--- src/rtl/conv_pkg.sv ---
// conv_pkg: shared FSM encoding, default widths and Z length sizing for the convolution stream controller
package conv_pkg;
  typedef enum logic [2:0] {IDLE, LOAD_X, LOAD_Y, START, WAIT, READ, DRAIN} state_t;
  localparam int DEF_DATA_W = 8;
  localparam int DEF_ADDR_W = 5;
  localparam int DEF_ZDATA_W = 16;
  localparam int DEF_ZADDR_W = 6;
  // Z length can equal 2**ZADDR_W - 1 plus a full count, so it needs one extra bit
  function automatic int zlenW(input int zaddrW);
    return zaddrW + 1;
  endfunction
endpackage

--- src/rtl/z_skid_buf.sv ---
// z_skid_buf: 2-entry FIFO with registered head, flush, and writes only on valid input
module z_skid_buf #(
  parameter int W = 16
) (
  input  logic         clk,
  input  logic         rstn,
  input  logic         flush,
  input  logic         inValid,
  input  logic [W-1:0] inData,
  input  logic         outReady,
  output logic         outValid,
  output logic [W-1:0] outData,
  output logic [1:0]   count
);
  logic [W-1:0] tail;
  logic push, pop;
  assign outValid = count != 2'd0;
  assign pop = outValid && outReady;
  assign push = inValid && (count != 2'd2 || pop);
  // Head always holds the oldest entry; tail only fills when the head is occupied
  always_ff @(posedge clk or negedge rstn)
    if (!rstn) begin
      count <= 2'd0;
      outData <= '0;
      tail <= '0;
    end else if (flush) begin
      count <= 2'd0;
    end else begin
      count <= count + {1'b0, push} - {1'b0, pop};
      if (push && (count == 2'd0 || (count == 2'd1 && pop))) outData <= inData;
      else if (pop && count == 2'd2) outData <= tail;
      if (push && ((count == 2'd1 && !pop) || (count == 2'd2 && pop))) tail <= inData;
    end
endmodule

--- src/rtl/conv_stream_ctrl.sv ---
// conv_stream_ctrl: loads X/Y samples, kicks the convolution core, then streams Z results out
module conv_stream_ctrl import conv_pkg::*; #(
  parameter int DATA_W  = DEF_DATA_W,
  parameter int ADDR_W  = DEF_ADDR_W,
  parameter int ZDATA_W = DEF_ZDATA_W,
  parameter int ZADDR_W = DEF_ZADDR_W
) (
  input  logic               clk,
  input  logic               rstn,
  input  logic               go_i,
  input  logic [ADDR_W:0]    sizeX_i,
  input  logic [ADDR_W:0]    sizeY_i,
  input  logic               s_valid_i,
  input  logic [DATA_W-1:0]  s_data_i,
  output logic               s_ready_o,
  output logic               memX_we_o,
  output logic               memY_we_o,
  output logic [ADDR_W-1:0]  mem_addr_o,
  output logic [DATA_W-1:0]  mem_data_o,
  output logic               conv_start_o,
  input  logic               conv_done_i,
  output logic [ZADDR_W-1:0] memZ_addr_o,
  input  logic [ZDATA_W-1:0] memZ_data_i,
  output logic               m_valid_o,
  output logic [ZDATA_W-1:0] m_data_o,
  output logic               m_last_o,
  input  logic               m_ready_i,
  output logic               busy_o,
  output logic               err_o
);
  localparam int ZLW = zlenW(ZADDR_W);
  localparam logic [ADDR_W:0] MAXN = (ADDR_W+1)'(2**ADDR_W);
  state_t state, stateNext;
  logic [ADDR_W:0] sizeX, sizeY;
  logic [ADDR_W-1:0] cnt;
  logic [ZLW-1:0] zlen;
  logic [ZADDR_W-1:0] zcnt;
  logic [ZDATA_W:0] skidOut;
  logic [1:0] occ;
  logic rdPend, rdLast, hs, loadLast, goBad, issue, zLastAddr, pop;
  assign s_ready_o = state == LOAD_X || state == LOAD_Y;
  assign hs = s_valid_i && s_ready_o;
  assign memX_we_o = hs && state == LOAD_X;
  assign memY_we_o = hs && state == LOAD_Y;
  assign mem_addr_o = cnt;
  assign mem_data_o = s_ready_o ? s_data_i : '0;
  assign loadLast = {1'b0, cnt} == (state == LOAD_Y ? sizeY : sizeX) - (ADDR_W+1)'(1);
  assign goBad = sizeX_i == '0 || sizeY_i == '0 || sizeX_i > MAXN || sizeY_i > MAXN;
  assign zLastAddr = ZLW'(zcnt) == zlen - ZLW'(1);
  assign pop = m_valid_o && m_ready_i;
  assign issue = state == READ && ({1'b0, occ} + {2'b0, rdPend}) < (3'd2 + {2'b0, pop});
  assign memZ_addr_o = zcnt;
  assign m_data_o = skidOut[ZDATA_W-1:0];
  assign m_last_o = m_valid_o && skidOut[ZDATA_W];
  // State, job parameters, load/read counters and the one-cycle read pipeline tag
  always_ff @(posedge clk or negedge rstn)
    if (!rstn) begin
      state <= IDLE;
      sizeX <= '0;
      sizeY <= '0;
      cnt <= '0;
      zlen <= '0;
      zcnt <= '0;
      rdPend <= 1'b0;
      rdLast <= 1'b0;
      err_o <= 1'b0;
    end else begin
      state <= stateNext;
      rdPend <= issue;
      rdLast <= issue && zLastAddr;
      if (state == IDLE && go_i) begin
        err_o <= goBad;
        if (!goBad) begin
          sizeX <= sizeX_i;
          sizeY <= sizeY_i;
        end
      end
      if (hs) cnt <= loadLast ? '0 : cnt + ADDR_W'(1);
      if (state == WAIT && conv_done_i) zlen <= ZLW'(sizeX) + ZLW'(sizeY) - ZLW'(1);
      if (issue) zcnt <= zLastAddr ? '0 : zcnt + ZADDR_W'(1);
    end
  // Next-state sequencing and the start pulse
  always_comb begin
    stateNext = state;
    conv_start_o = 1'b0;
    busy_o = state != IDLE;
    case (state)
      IDLE:    if (go_i && !goBad) stateNext = LOAD_X;
      LOAD_X:  if (hs && loadLast) stateNext = LOAD_Y;
      LOAD_Y:  if (hs && loadLast) stateNext = START;
      START:   begin conv_start_o = 1'b1; stateNext = WAIT; end
      WAIT:    if (conv_done_i) stateNext = READ;
      READ:    if (issue && zLastAddr) stateNext = DRAIN;
      DRAIN:   if (pop && m_last_o) stateNext = IDLE;
      default: stateNext = IDLE;
    endcase
  end
  z_skid_buf #(.W(ZDATA_W + 1)) uSkid (
    .clk(clk),
    .rstn(rstn),
    .flush(state == IDLE),
    .inValid(rdPend),
    .inData({rdLast, memZ_data_i}),
    .outReady(m_ready_i),
    .outValid(m_valid_o),
    .outData(skidOut),
    .count(occ)
  );
endmodule

--- config.mk ---
export PLATFORM = sky130hd
export DESIGN_NAME = conv_stream_ctrl
export DESIGN_NICKNAME = d
export VERILOG_FILES = /design/src/rtl/conv_pkg.sv /design/src/rtl/z_skid_buf.sv /design/src/rtl/conv_stream_ctrl.sv
export SDC_FILE = /design/constraint.sdc
export NUM_CORES = 1
export LEC_CHECK = 0
export ABC_AREA = 0
export BUFFER_PORTS_ARGS = -buffer_cell sky130_fd_sc_hd__buf_2
export CORE_AREA = 4 4 124 126
export DETAILED_ROUTE_END_ITERATION = 10
export DIE_AREA = 0 0 128 130
export MAX_ROUTING_LAYER = met4
export PLACE_DENSITY = 0.58
export SLEW_MARGIN = 20
export SYNTH_ARGS = -nofsm -noshare
export SYNTH_HDL_FRONTEND = slang
export SYNTH_SLANG_ARGS = --single-unit
--- constraint.sdc ---
create_clock -name clk -period 3.8 [get_ports clk]
set_clock_uncertainty 0.2 [all_clocks]
set_input_delay 0 -clock clk [delete_from_list [all_inputs] [get_ports clk]]
set_output_delay 0 -clock clk [all_outputs]
set_load 0.01 [all_outputs]
After elaboration in Yosys (flattened, before gate mapping). Cells that the tools add are included.

Bits in registers: 72. Bits of input ports: 42. Output and inout bits: 43. Word-level logic and storage cells: 97.

$add $sub $neg: 10. Magnitude comparators: 3. Eq/ne operators: 17. Muxes and demuxes: 15. Bitwise operators: 2. Reductions and logical operators: 38.

Operator list (number): $mux 17 (2); $pmux 3 s7 (1); $logic_and 1x1->1 (18); $mux 3 (6); $sub 7x1->7 const B (2); $gt 6x6->1 const B (2); $logic_not 6->1 (2); $mux 6 (2); $eq 3x3->1 const B (3); $mux 8 (1); $ne 2x2->1 const B (4); $add 6x6->7 (1); $eq 6x7->1 (1); $logic_or 1x1->1 (7); $add 6x1->6 const B (1); $eq 3x2->1 const B (2); $eq 5x6->1 (1); $ne 2x1->1 const B (3); $reduce_and 2->1 (3); $reduce_and 6->1 (1); $sub 6x1->6 const B (1); $add 5x1->5 const B (1); $mux 5 (1); $reduce_bool 2->1 (2); 15 further kinds (17).

Longest topological paths before layout.
Word-level depth: 8. Depth in mapped cells: 12. Gate-level depth less buffers: 11.

Hierarchy. A second synthesis with hierarchy kept.

Cell total of the unflattened synthesis: 391. Area total of the unflattened synthesis: 4324.1 um^2.

By module, submodules not included: conv_stream_ctrl (instances 1, cells each 283, area each 2542.4 um^2, sequential area each 900.9 um^2); z_skid_buf (instances 1, cells each 108, area each 1781.7 um^2, sequential area each 900.9 um^2).

Worst setup path before layout. OpenSTA, ideal clock, no wires.

Path kind: register -> register. Start point: register state[1]. End point: register state[1]. Library setup time: 0.126 ns. Data arrival time: 2.141 ns. Required time: 3.474 ns. Slack: 1.333 ns. Stages on the path, launching flop included: 9. Path buffers: 2. Cells stage by stage: dfrtp_1 buf_4 or3b_1 buf_6 mux2i_2 and4_1 a211oi_1 nor3_2 a221o_1.

Word-level cells in the longest chain between the ends: 7. Elaborated cells between the ends (all ways): 23. Those cells by class: add/sub: 1; eq/ne: 13; mux: 2; reduce/logical: 7.

Ends and longest elaborated chain: start, declared (RTL line conv_stream_ctrl.sv:33) `state_t state, stateNext;`; start signal, assigned (RTL line conv_stream_ctrl.sv:68) `state <= stateNext;`; $eq 3x2->1 (RTL line conv_stream_ctrl.sv:41, conv_stream_ctrl.sv:47, conv_stream_ctrl.sv:87); $mux 6 (RTL line conv_stream_ctrl.sv:47) `assign loadLast = {1'b0, cnt} == (state == LOAD_Y ? sizeY : sizeX) - (ADDR_W+1)'(1);`; $sub 6x1->6 (RTL line conv_stream_ctrl.sv:47); $eq 5x6->1 (RTL line conv_stream_ctrl.sv:47); $logic_and 1x1->1 (RTL line conv_stream_ctrl.sv:89, conv_stream_ctrl.sv:90); $ne 2x1->1 (no source line); $reduce_and 6->1 (no source line).

Parallel ways exist; a longest one is shown, timed or not. A chain may end at the register's enable or synchronous reset.

Worst setup path after layout.
Start point: register state[0]. End point: register state[1].

Same word-level chain as after synthesis.

==> impl_metrics.json <==
{
  "rsz0062_at_grt": "false",
  "wl_per_cell_um": 13.3,
  "crit_chain": "or3b_1 > mux2i_2 > and4_1 > a211oi_1 > nor3_2 > a221o_1",
  "first_global_vias": 3190,
  "layout-drive-gt1-share": 0.243,
  "critical_path_peak_fanout": 12,
  "ant_nets": 0,
  "wl_um": 9400,
  "drt_iter0_markers": 132,
  "ir_drop_uv": 289,
  "grt_usage": 0.122,
  "setup_violations": 0,
  "worstMarginPinSlew_ps": 975,
  "htreeDepth": 3,
  "cpPeakStageDelay_ps": 630,
  "cap_violations": 0,
  "placementRows": 44,
  "synth.area.top_cells": "dfrtp_1 (43%), mux2_2 (5.9%), ha_1 (5.4%)",
  "antenna_found_initial": 0,
  "synthDistinctLibCells": 54,
  "crit_buf_inv": 0,
  "numPortBuffers": 84,
  "fmax_ghz": 0.344,
  "synth_fp_nets": 481,
  "grt_pass1_wl_um": 15700,
  "critPathKind": "register to register",
  "crit_arrival_ps": 2920,
  "final_common_cell": "buf_2",
  "power_mw": 4.13,
  "yosys_register_bits": 72,
  "nets": 578,
  "fin_crit_ps": 2910,
  "syn_inst": 420,
  "nFillCells": 1442,
  "synth_area_mm2": 0.00418,
  "avgSynthCellArea_um2": 9.95,
  "required_ps": 3820,
  "fin_setup_tns_ps": 0,
  "root_buffer": "clkbuf_16",
  "ys.flop_type": "dfrtp_1",
  "grt_overflow": 0,
  "cts_tree": "built",
  "synth_edf_count": 0,
  "chipHeight_um": 130,
  "start_util": 0.292,
  "dp_slack_ps": 901,
  "finalHoldViolCount": 0,
  "gp_congestion": 0.793,
  "dieArea_mm2": 0.0166,
  "relSlewSlack": 0.348,
  "synth_top_area_frac": 0.431,
  "coreArea_mm2": 0.0143,
  "clock_latency_ps": 330,
  "path_delay_family": "simple AND/OR/NAND/NOR gates",
  "area_growth_pct": 25.9,
  "status": "complete, no violations",
  "drc": 0,
  "cellLeakagePower_nw": 2.63,
  "vias": 3254,
  "cp-start-kind": "register",
  "final_cell_mix": "buf_2 (84), dfrtp_1 (72), o21ai_0 (38)",
  "worstSetupEndpointType": "register",
  "powerDensity_mw_per_mm2": 784,
  "firstDrtPassIters": 4,
  "grt_max_degree": 38,
  "fin_crit_sh": 0.765,
  "clock_sinks": 72,
  "final_area_mm2": 0.00526,
  "yosysWarnings": 0,
  "final_cells": 706,
  "dp_hpwl_um": 7040,
  "dpl_cell_area_mm2": 0.00465,
  "fin_ws_ps": 895,
  "slew_violations": 0,
  "dp.cells": 657,
  "via_per_inst": 4.61,
  "dieWidth_um": 128,
  "synth-seq-area-share": 0.431,
  "crit_slowest_cell": "or3b_1",
  "hp-class": "primary input to register",
  "clk_pin_slew_ps": 60,
  "clockBufferDepth": 2,
  "num_io_pins": 85,
  "synth.largest_area_cell": "dfrtp_1",
  "async_flop_share": 1.00,
  "cts_buffers": 9,
  "antennaDiodeCount": 0
}
## stage by stage
stage	hold slack, ps	utilization
global route	99.8	0.368
CTS	15.7	0.368
floorplan	-496	-
global placement	-46.7	0.325
detailed placement	-39.7	0.325
finish	19.2	0.368
## state kept, by name, indices dropped and copies added, names as in the netlist, 3 cells and up
name and cells:
state 3, uSkid.outData 17, mem_addr_o 5, zlen 7, uSkid.tail 17, sizeY 6, sizeX 6, memZ_addr_o 6
## logic make-up (layout without fill, tap and decap cells)
group / count (synthesis) / in the layout / share of synthesized area
simple gates: 114 / 114 / 0.146
fa+ha+maj: 19 / 19 / 0.0587
buf+inv: 71 / 173 / 0.0814
flops: 72 / 72 / 0.431
mux: 53 / 53 / 0.138
xor+xnor: 19 / 19 / 0.0398
compound gates: 72 / 72 / 0.105
## path summary, 6_finish.rpt
check | startpoint | endpoint | slack (ps) | depth (start not counted)
worst max-delay path | state[0] | state[1] | 890 | 6
max in group asynchronous | rstn | uSkid.outData[14] | 2300 | 3
min in group asynchronous | rstn | sizeY[4] | 90 | 2
worst min register to register | uSkid.outData[12] | uSkid.outData[12] | 270 | 2
worst min-delay path | conv_done_i | state[0] | 20 | 4
worst max register to register | state[0] | state[1] | 890 | 6
## routing by layer
layer  up-vias  global-route usage  wire [um]  part of all wire
met5         -                   -          0                 0
met2        76               0.183       4260              0.45
met3        11              0.0250        415             0.044
met1      1526               0.162       4610              0.49
li1       1641                   -          -                 -
met4         0              0.0481        117             0.012
## timing repair
item	4_1_cts	5_1_grt
endpoints found under the hold margin	87	0
hold buffers	33	0
gates resized for setup	0	0
buffers inserted	0	0
## synthesized netlist by cell type, types with 10 or more instances
library cell and instances:
a21oi_1 10, and2_1 11, buf_4 17, clkbuf_1 12, dfrtp_1 72, ha_1 18
inv_1 37, mux2_1 10, mux2_2 22, mux2i_1 19, nand2_1 35, nand3_1 15
nor3_1 11, o21ai_0 38, xnor2_1 15
## tightest hold or removal path, cell delays in order
cell and delay [ps]:
buf_2 120, o21ai_0 140, a221o_1 160, o311ai_1 80
## layout make-up
type,instances,area [um^2],share of cell area
sequential,72,1800,0.342
inverter,37,139,0.0264
multi-input combinational,277,2040,0.387
clock inverter,4,45.0,0.00856
timing repair buffer,120,773,0.147
tap,184,230,0.0437
clock buffer,12,236,0.0449
## where the power goes
group / switching, mW / internal, mW / leakage, nW
clock: 0.306 / 0.505 / 0.140
combinational: 0.989 / 0.930 / 1.56
sequential: 0.321 / 1.08 / 0.930
total: 1.62 / 2.51 / 2.63
Power figures use the tool's default switching activity.
